==> src/rtl/tqv_peri_pkg.sv <==
// Shared constants for the TinyQV peripheral fabric: read FSM encoding, GPIO register map,
// reserved slot numbers and the default pin routing.
package tqv_peri_pkg;

    localparam logic [1:0] ST_IDLE = 2'd0;
    localparam logic [1:0] ST_WAIT = 2'd1;
    localparam logic [1:0] ST_HOLD = 2'd2;

    localparam logic [5:0] GPIO_OUT_OFS = 6'h00;
    localparam logic [5:0] GPIO_IN_OFS  = 6'h04;
    localparam logic [5:0] FUNC_SEL_OFS = 6'h20;
    localparam logic [5:0] STATUS_OFS   = 6'h3C;

    localparam logic [31:0] ERR_DATA = 32'hFFFF_FFFF;

    localparam logic [3:0] SLOT_RESERVED = 4'd0;
    localparam logic [3:0] SLOT_GPIO     = 4'd1;
    localparam logic [3:0] SLOT_UART_TX  = 4'd2;
    localparam logic [3:0] SLOT_UART_RX  = 4'd3;

    function automatic logic [4:0] func_sel_reset(input int pin);
        case (pin)
            0:       return {1'b0, SLOT_UART_TX};
            1:       return {1'b0, SLOT_UART_RX};
            default: return {1'b0, SLOT_GPIO};
        endcase
    endfunction

endpackage

==> src/rtl/tqv_gpio_regs.sv <==
// Built-in GPIO slot: gpio_out, per-pin function select, sticky bus-error status and the output pin mux.
// Register reads are combinational; writes take effect on the next clk edge.
module tqv_gpio_regs
    import tqv_peri_pkg::*;
#(
    parameter int N_USER   = 16,
    parameter int N_SIMPLE = 16,
    parameter int N_PINS   = 8
) (
    input  logic                    clk,
    input  logic                    rst_n,
    input  logic [5:0]              addr,
    input  logic                    wr_en,
    input  logic [7:0]              wdata,
    input  logic [7:0]              ui_in,
    input  logic                    err_set,
    input  logic [4:0]              err_slot_in,
    input  logic [8*N_USER-1:0]     user_uo,
    input  logic [8*N_SIMPLE-1:0]   simple_uo,
    output logic [31:0]             rdata,
    output logic [N_PINS-1:0]       uo_out
);

    logic [7:0] gpio_out;
    logic [4:0] func_sel [N_PINS];
    logic       err_sticky;
    logic [4:0] err_slot;
    logic [2:0] fs_idx;
    logic       is_fs;

    // The status register overlays the last func_sel word, so status takes 0x3C.
    assign fs_idx = addr[4:2];
    assign is_fs  = addr[5] && (addr[1:0] == 2'b00) && (addr != STATUS_OFS);

    always_ff @(posedge clk) begin
        if (!rst_n) begin
            gpio_out   <= '0;
            err_sticky <= 1'b0;
            err_slot   <= '0;
            for (int i = 0; i < N_PINS; i++) func_sel[i] <= func_sel_reset(i);
        end else begin
            if (wr_en && addr == GPIO_OUT_OFS) gpio_out <= wdata;
            for (int i = 0; i < N_PINS; i++)
                if (wr_en && is_fs && fs_idx == 3'(i)) func_sel[i] <= wdata[4:0];
            if (err_set) begin
                err_sticky <= 1'b1;
                err_slot   <= err_slot_in;
            end else if (wr_en && addr == STATUS_OFS && wdata[0]) begin
                err_sticky <= 1'b0;
                err_slot   <= '0;
            end
        end
    end

    always_comb begin
        rdata = '0;
        if (addr == GPIO_OUT_OFS) begin
            rdata[7:0] = gpio_out;
        end else if (addr == GPIO_IN_OFS) begin
            rdata[7:0] = ui_in;
        end else if (addr == STATUS_OFS) begin
            rdata[0]   = err_sticky;
            rdata[8:4] = err_slot;
        end else begin
            for (int i = 0; i < N_PINS; i++)
                if (is_fs && fs_idx == 3'(i)) rdata[4:0] = func_sel[i];
        end
    end

    always_comb begin
        uo_out = '0;
        for (int i = 0; i < N_PINS; i++) begin
            if (func_sel[i][4]) begin
                for (int j = 0; j < N_SIMPLE; j++)
                    if (func_sel[i][3:0] == 4'(j)) uo_out[i] = simple_uo[8*j+i];
            end else if (func_sel[i][3:0] == SLOT_GPIO) begin
                uo_out[i] = gpio_out[i];
            end else begin
                for (int j = 0; j < N_USER; j++)
                    if (func_sel[i][3:0] == 4'(j)) uo_out[i] = user_uo[8*j+i];
            end
        end
    end

    logic unused_uo;
    assign unused_uo = &{1'b0, user_uo[15:8]};

endmodule

==> src/rtl/tqv_peri_fabric.sv <==
// TinyQV peripheral fabric: slot decode, registered read path with timeout, built-in GPIO slot.
// Reads complete >= 2 cycles after request and hold until consumed; writes complete in one cycle.
module tqv_peri_fabric
    import tqv_peri_pkg::*;
#(
    parameter int N_USER   = 16,
    parameter int N_SIMPLE = 16,
    parameter int N_PINS   = 8,
    parameter int TIMEOUT  = 15
) (
    input  logic                    clk,
    input  logic                    rst_n,
    input  logic [7:0]              ui_in,
    output logic [N_PINS-1:0]       uo_out,
    input  logic [10:0]             addr_in,
    input  logic [31:0]             data_in,
    input  logic [1:0]              data_write_n,
    input  logic [1:0]              data_read_n,
    output logic [31:0]             data_out,
    output logic                    data_ready,
    input  logic                    data_read_complete,
    output logic [N_USER-1:0]       user_sel,
    output logic [N_SIMPLE-1:0]     simple_sel,
    input  logic [32*N_USER-1:0]    user_rdata,
    input  logic [N_USER-1:0]       user_ready,
    input  logic [8*N_SIMPLE-1:0]   simple_rdata,
    input  logic [8*N_USER-1:0]     user_uo,
    input  logic [8*N_SIMPLE-1:0]   simple_uo,
    output logic                    bus_error
);

    logic        is_simple;
    logic [3:0]  user_idx;
    logic [3:0]  simple_idx;
    logic        read_req;
    logic        write_req;
    logic [31:0] sel_rdata;
    logic [31:0] gpio_rdata;
    logic        sel_ready;
    logic [1:0]  state;
    logic [7:0]  cnt;
    logic        rd_ready_r;
    logic        timeout_hit;

    assign is_simple  = addr_in[10];
    assign user_idx   = addr_in[9:6];
    assign simple_idx = addr_in[7:4];
    assign read_req   = (data_read_n != 2'b11);
    assign write_req  = (data_write_n != 2'b11);
    assign data_ready = rd_ready_r | write_req;

    always_comb begin
        user_sel   = '0;
        simple_sel = '0;
        sel_rdata  = '0;
        sel_ready  = 1'b0;
        if (is_simple) begin
            sel_ready = 1'b1;
            for (int i = 0; i < N_SIMPLE; i++)
                if (simple_idx == 4'(i)) begin
                    simple_sel[i] = 1'b1;
                    sel_rdata     = {24'h0, simple_rdata[8*i +: 8]};
                end
        end else if (user_idx == SLOT_GPIO) begin
            user_sel[SLOT_GPIO] = 1'b1;
            sel_ready           = 1'b1;
            sel_rdata           = gpio_rdata;
        end else begin
            // Slot 0 is reserved and never answers; it can only finish by timeout.
            for (int i = 2; i < N_USER; i++)
                if (user_idx == 4'(i)) begin
                    user_sel[i] = 1'b1;
                    sel_ready   = user_ready[i];
                    sel_rdata   = user_rdata[32*i +: 32];
                end
        end
    end

    assign timeout_hit = (state == ST_WAIT) && read_req && !sel_ready && (cnt == 8'(TIMEOUT - 1));

    always_ff @(posedge clk) begin
        if (!rst_n) begin
            state      <= ST_IDLE;
            cnt        <= '0;
            data_out   <= '0;
            rd_ready_r <= 1'b0;
            bus_error  <= 1'b0;
        end else begin
            bus_error <= 1'b0;
            case (state)
                ST_IDLE: begin
                    if (read_req) begin
                        state <= ST_WAIT;
                        cnt   <= '0;
                    end
                end
                ST_WAIT: begin
                    if (!read_req) begin
                        state <= ST_IDLE;
                    end else if (sel_ready) begin
                        data_out   <= sel_rdata;
                        rd_ready_r <= 1'b1;
                        state      <= ST_HOLD;
                    end else if (timeout_hit) begin
                        data_out   <= ERR_DATA;
                        rd_ready_r <= 1'b1;
                        bus_error  <= 1'b1;
                        state      <= ST_HOLD;
                    end else if (cnt != 8'hFF) begin
                        cnt <= cnt + 8'd1;
                    end
                end
                ST_HOLD: begin
                    if (data_read_complete || !read_req) begin
                        state      <= ST_IDLE;
                        rd_ready_r <= 1'b0;
                    end
                end
                default: state <= ST_IDLE;
            endcase
        end
    end

    tqv_gpio_regs #(
        .N_USER   (N_USER),
        .N_SIMPLE (N_SIMPLE),
        .N_PINS   (N_PINS)
    ) u_gpio (
        .clk         (clk),
        .rst_n       (rst_n),
        .addr        (addr_in[5:0]),
        .wr_en       (write_req && user_sel[SLOT_GPIO]),
        .wdata       (data_in[7:0]),
        .ui_in       (ui_in),
        .err_set     (timeout_hit),
        .err_slot_in ({addr_in[10], addr_in[9:6]}),
        .user_uo     (user_uo),
        .simple_uo   (simple_uo),
        .rdata       (gpio_rdata),
        .uo_out      (uo_out)
    );

    logic unused_bits;
    assign unused_bits = &{1'b0, user_ready[1:0], user_rdata[63:0], data_in[31:8]};

endmodule

==> config.mk <==
export PLATFORM = sky130hd
export DESIGN_NAME = tqv_peri_fabric
export DESIGN_NICKNAME = d
export VERILOG_FILES = /design/src/rtl/tqv_peri_pkg.sv /design/src/rtl/tqv_gpio_regs.sv /design/src/rtl/tqv_peri_fabric.sv
export SDC_FILE = /design/constraint.sdc
export NUM_CORES = 1
export LEC_CHECK = 0
export BUFFER_PORTS_ARGS = -buffer_cell sky130_fd_sc_hd__clkbuf_2
export CAP_MARGIN = 30
export CORE_AREA = 2 2 408 410
export DETAILED_ROUTE_END_ITERATION = 10
export DIE_AREA = 0 0 410 412
export GPL_TIMING_DRIVEN = 0
export PLACE_DENSITY = 0.36
export SLEW_MARGIN = 20
export SYNTH_ARGS = -nofsm -noshare
export SYNTH_HDL_FRONTEND = slang
export SYNTH_SLANG_ARGS = --single-unit
==> constraint.sdc <==
create_clock -name clk -period 4.4 [get_ports clk]
set_input_delay 0.66 -clock clk [delete_from_list [all_inputs] [get_ports clk]]
set_output_delay 0.66 -clock clk [all_outputs]
set_load 0.01 [all_outputs]
Word-level counts from Yosys, hierarchy flattened
Memories as Yosys holds them, arrays and structs flattened.
Index checks and enable logic that the tools add are counted.

storage, ports and cells
  register bits = 58
  latch bits = 0
  memory bits (writable) = 40
  bits in read-only memories = 0
  bits of input ports = 970
  output and inout bits = 74
  memories kept = 1

memories
  memory           depth  bits a word  rd ports  clocked after Yosys merged registers in  write ports  line                 text
  u_gpio.func_sel  8      5            8         0                                        8            tqv_gpio_regs.sv:25  logic [4:0] func_sel [N_PINS];

cells by class
  add/subtract/negate cells = 1
  multiply operators = 0
  div/mod/pow operators = 0
  magnitude comparators = 0
  eq/ne operators = 174
  shift-type cells = 0
  muxes and demuxes = 422
  bitwise gates (word level) = 12
  reductions and logical operators = 51

operator list
  kind                                                 number
  two-way mux 32 bit                                   33
  two-way mux 1 bit                                    347
  equality test 4 bit, second input constant           80
  equality test 4 x 3 -> 1 bit, second input constant  40
  two-way mux 5 bit                                    21
  equality test 4 x 2 -> 1 bit, second input constant  20
  two-way mux 8 bit                                    8
  equality test 4 x 1 -> 1 bit, second input constant  10
  logical NOT 4 bit                                    9
  logical AND 1 bit                                    26
  two-way mux 16 bit                                   1
  one-hot mux 8 bit (2 select lines)                   1
  two-way mux 15 bit                                   1
  two-way mux 14 bit                                   1
  != test 2 bit, second input constant                 7
  equality test 3 bit, second input constant           4
  two-way mux 2 bit                                    5
  OR 1 bit                                             9
  adder 8 x 1 -> 8 bit, second input constant          1
  equality test 8 x 4 -> 1 bit, second input constant  1
  != test 8 bit, second input constant                 1
  nonzero test 2 bit                                   4
  equality test 3 x 2 -> 1 bit, second input constant  2
  equality test 6 x 3 -> 1 bit, second input constant  1
  22 further kinds                                     27

Depth between registers and ports, before layout
  depth in word-level cells = 24
  depth in mapped cells = 12
  depth with buffers taken out = 8

Cells and area by module
Synthesis repeated with hierarchy kept, for this count alone.

second synthesis, totals
  cells, all modules = 1,884
  area total of the unflattened synthesis = 13,957.1 sq um

by module, submodules not included
  module           times used  cells each  area an instance (sq um)
  tqv_peri_fabric  1           1,188       8,144.1
  tqv_gpio_regs    1           696         5,813.1

Worst setup path before layout
No wires, ideal clock.

  path type = input-to-output
  from = input addr_in[5]
  to = output simple_sel[10]
  arrival time = 1.966 ns
  data required time = 3.740 ns
  path slack = 1.774 ns
  stages on the path = 6
  buffers on the path = 4
  cell sequence = buf_2 > buf_2 > clkbuf_1 > clkbuf_1 > nand3_1 > nor2_1

between the ends
  longest elaborated chain between the ends = 3

ends and longest elaborated chain
  item                 line                   text
  from (decl)          tqv_peri_fabric.sv:15  input logic [10:0] addr_in,
  equality test 4 bit  tqv_peri_fabric.sv:60  if (simple_idx == 4'(i)) begin
  two-way mux 1 bit    tqv_peri_fabric.sv:60
  two-way mux 16 bit   tqv_peri_fabric.sv:57  if (is_simple) begin
  to (decl)            tqv_peri_fabric.sv:23  output logic [N_SIMPLE-1:0] simple_sel,

Every way passes these cells.

Worst setup path in the final report
  from = input addr_in[5]
  to = output simple_sel[14]

The elaborated chain is that of the path after synthesis.

==> out/metrics.cfg <==
[run_status]
outcome=finished clean

[cts]
cts_hold_buf=0
clockBufferDepth=2
post_cts_buffers=0
cts_tree=built
worst_skew_pair.late_latency_ns=0.44
cts_max_level=3
cts_sinks=98
path_clk_slew_ns=0.08
cts-root-buf=clkbuf_16
cts_made_buffers=9

[critical_path]
crit_path_end_kind=primary output
path_depth=7
cp.required_ns=3.74
critical_path.endpoint=simple_sel[14]
crit_arrival_ns=3.68
crit_type=primary input to primary output
cp_max_fo=10
rr_worst_depth=6
worstReg2RegEnd=data_out[0]
r2r_setup_slack_ns=1.11
crit_slowest_cell=clkbuf_1
crit_buf_inv=5
critPathTopFamily=buffers and inverters
path_cells=buf_2, buf_2, clkbuf_1, clkbuf_1, nand3_1, nor2_1, clkbuf_2
r2r_start=state[0]
start_kind=primary input
max_stage_delay_ns=0.80
cp-startpoint=addr_in[5]

[synth]
ys_seq_elements=98
synth_top_area_cell=mux4_2
synth_edf_count=40
synth_flop_cell=dfxtp_1
netlist_area_um2=12990
syn_nets=2679
synth_cell_types=83
netlist_instances=1707
ys_warn_count=0
synth_area_per_cell_um2=7.611
seq_area_frac_synth=0.1818
synth_top_area_share=0.09535
synth_area_leaders=mux4_2, edfxtp_1, dfxtp_1
async_flop_share=0
synth.most_common_cell=nor2_1
synth_commonest_cells=nor2_1, o21ai_0, a21oi_1

[placed_design]
place_area_um2=20940
numPortBuffers=942
place_ws_ns=-0.4945
place_inst=4864
dp.final_hpwl_mm=146.9
place_congestion=0.9040

[floorplanning]
pin_count=1044
start_util=0.07910
rows=149
die_y_um=412
die-area_um2=168900
core_region_area_um2=164200
die_w_um=410

[sta]
hold_ws_ns=0.4780
period_minus_slack_ns=4.337
hold_violations=0
post-route-period-util=0.9856
finalClockSkew_ns=0.02145
maxSlewViolCount=0
slew_headroom=0.2205
tightestPinTransition_ns=1.140
rsz0062_at_grt=false
setup_viol=0
max_freq_mhz=230.6
fin_ws_ns=0.06338

[drt]
dr.pass1.iters=6
avgViaCountPerCell=4.011
ant_nets=0
wirelength_mm=167.4
routedWlPerCell_um=34.09
route.detailed.drc=0
vias=19700
drt-initial-drc-count=1520

[global_route]
grt_max_degree=19
track_usage=0.1908
grt_pass1_wl_mm=209.4
antenna_found_initial=79
grt_pass1_vias=19997
overflow=0

[power_and_ir_drop]
power_density_nw_per_um2=193.8
p_clk_frac=0.235
irDropWorstVdd_uv=215.5
leakage_nw=9.009
power.switching_mw=1.898
seqPwrFrac=0.254
switching_share=0.4592
internal-power_mw=2.236
p_comb_frac=0.511

[final_layout]
utilization=0.1299
syn_to_final_growth_pct=64.24
fill_cells=19285
finalNetCount=3660
final_area_um2=21340
final_cells=4911
drive_gt1_frac=0.4508

[min_path]
min_path_type=register to register
min_from=cnt[3]

[run]
maxCapViolations=0

## stage by stage
stage / total power [mW] / TNS (ns)
after floorplan: 1.876 / 0
after global placement: 3.165 / -62.05
after detailed placement: 3.215 / -1.709
after CTS: 4.230 / 0
after global routing: 4.357 / 0
final: 4.134 / 0
## cells in the final DEF (no fill, tap or decap), types with 20 or more instances in the layout
cell type / netlist / routed
clkbuf_2: 0 / 963
nor2_1: 189 / 185
a21oi_1: 164 / 164
o21ai_0: 167 / 163
nand2_1: 145 / 145
mux2i_1: 116 / 116
clkbuf_1: 89 / 68
dfxtp_1: 58 / 58
mux4_2: 55 / 55
buf_2: 42 / 52
mux2_2: 44 / 44
edfxtp_1: 40 / 40
a22oi_1: 36 / 36
nand3_1: 34 / 34
o22ai_1: 33 / 33
o221ai_1: 32 / 32
inv_1: 31 / 31
nor3_1: 30 / 30
diode_2: 0 / 29
nor2b_1: 27 / 25
nand2b_1: 23 / 23
a221oi_1: 24 / 23
o211ai_1: 20 / 20
## what timing repair did
item | in CTS | in global routing
setup endpoints to repair | 0 | 1
resized for setup | 0 | 1
endpoints found under the hold margin | 0 | 0
## worst register-to-register path, delay by kind of cell, from the launching register on
kind,cells,cell delay [ns]
AO/OA/AOI/OAI,3,1.60
buffers and inverters,1,0.50
flip-flops,1,0.42
AND/OR/NAND/NOR,2,0.64
## state kept, by name (all words and copies together) (netlist names)
name               count
bus_error              1
state                  2
u_gpio.err_slot        5
data_out              32
cnt                    8
u_gpio.func_sel       40
u_gpio.err_sticky      1
u_gpio.gpio_out        8
rd_ready_r             1
## cell type report
class | instances | area, um2 | area share
tap | 2189 | 2739 | 0.1284
clock buffer | 11 | 264.0 | 0.01237
multi-input combinational | 1405 | 9739 | 0.4565
clock inverter | 5 | 48.80 | 0.002287
inverter | 34 | 127.6 | 0.005981
buffer | 170 | 845.8 | 0.03964
antenna | 29 | 72.57 | 0.003401
timing repair buffer | 970 | 5137 | 0.2408
sequential | 98 | 2362 | 0.1107
## worst min-delay path by stage
stage | to | slack [ns] | cells past startpoint
final | cnt[3] | 0.48 | 2
after global routing | u_gpio.gpio_out[6] | 0.46 | 3
after CTS | u_gpio.gpio_out[6] | 0.45 | 3
after detailed placement | u_gpio.err_slot[2] | 0.47 | 1
after global placement | u_gpio.err_slot[2] | 0.47 | 1
after floorplan | u_gpio.err_slot[2] | 0.45 | 1
## kinds of logic (layout without fill, tap and decap cells)
kind of cell | after synthesis | count (layout) | share of synthesized area
flops | 98 | 98 | 0.1818
other cells | 1 | 30 | 0.0002887
buf+inv | 204 | 1190 | 0.07223
xor+xnor | 1 | 1 | 0.0006743
fa+ha+maj | 2 | 2 | 0.001926
mux | 215 | 215 | 0.2229
simple gates | 541 | 541 | 0.1960
compound gates | 645 | 645 | 0.3242
## power groups by stage
stage               clock [mW]  combinational (mW)  sequential [mW]
CTS                       1.03                2.15             1.05
detailed placement           0                2.14             1.07
global placement             0                2.09             1.07
floorplan                    0               0.822             1.05
finish                   0.970                2.11             1.05
global route              1.05                2.25             1.06
## metal layers
layer	global-route usage	wire [um]
met2	0.3428	84600
met4	0.06351	5946
met3	0.04165	11450
met1	0.2224	65300
met5	0	103
No activity file was read; power rests on OpenSTA's default activity.
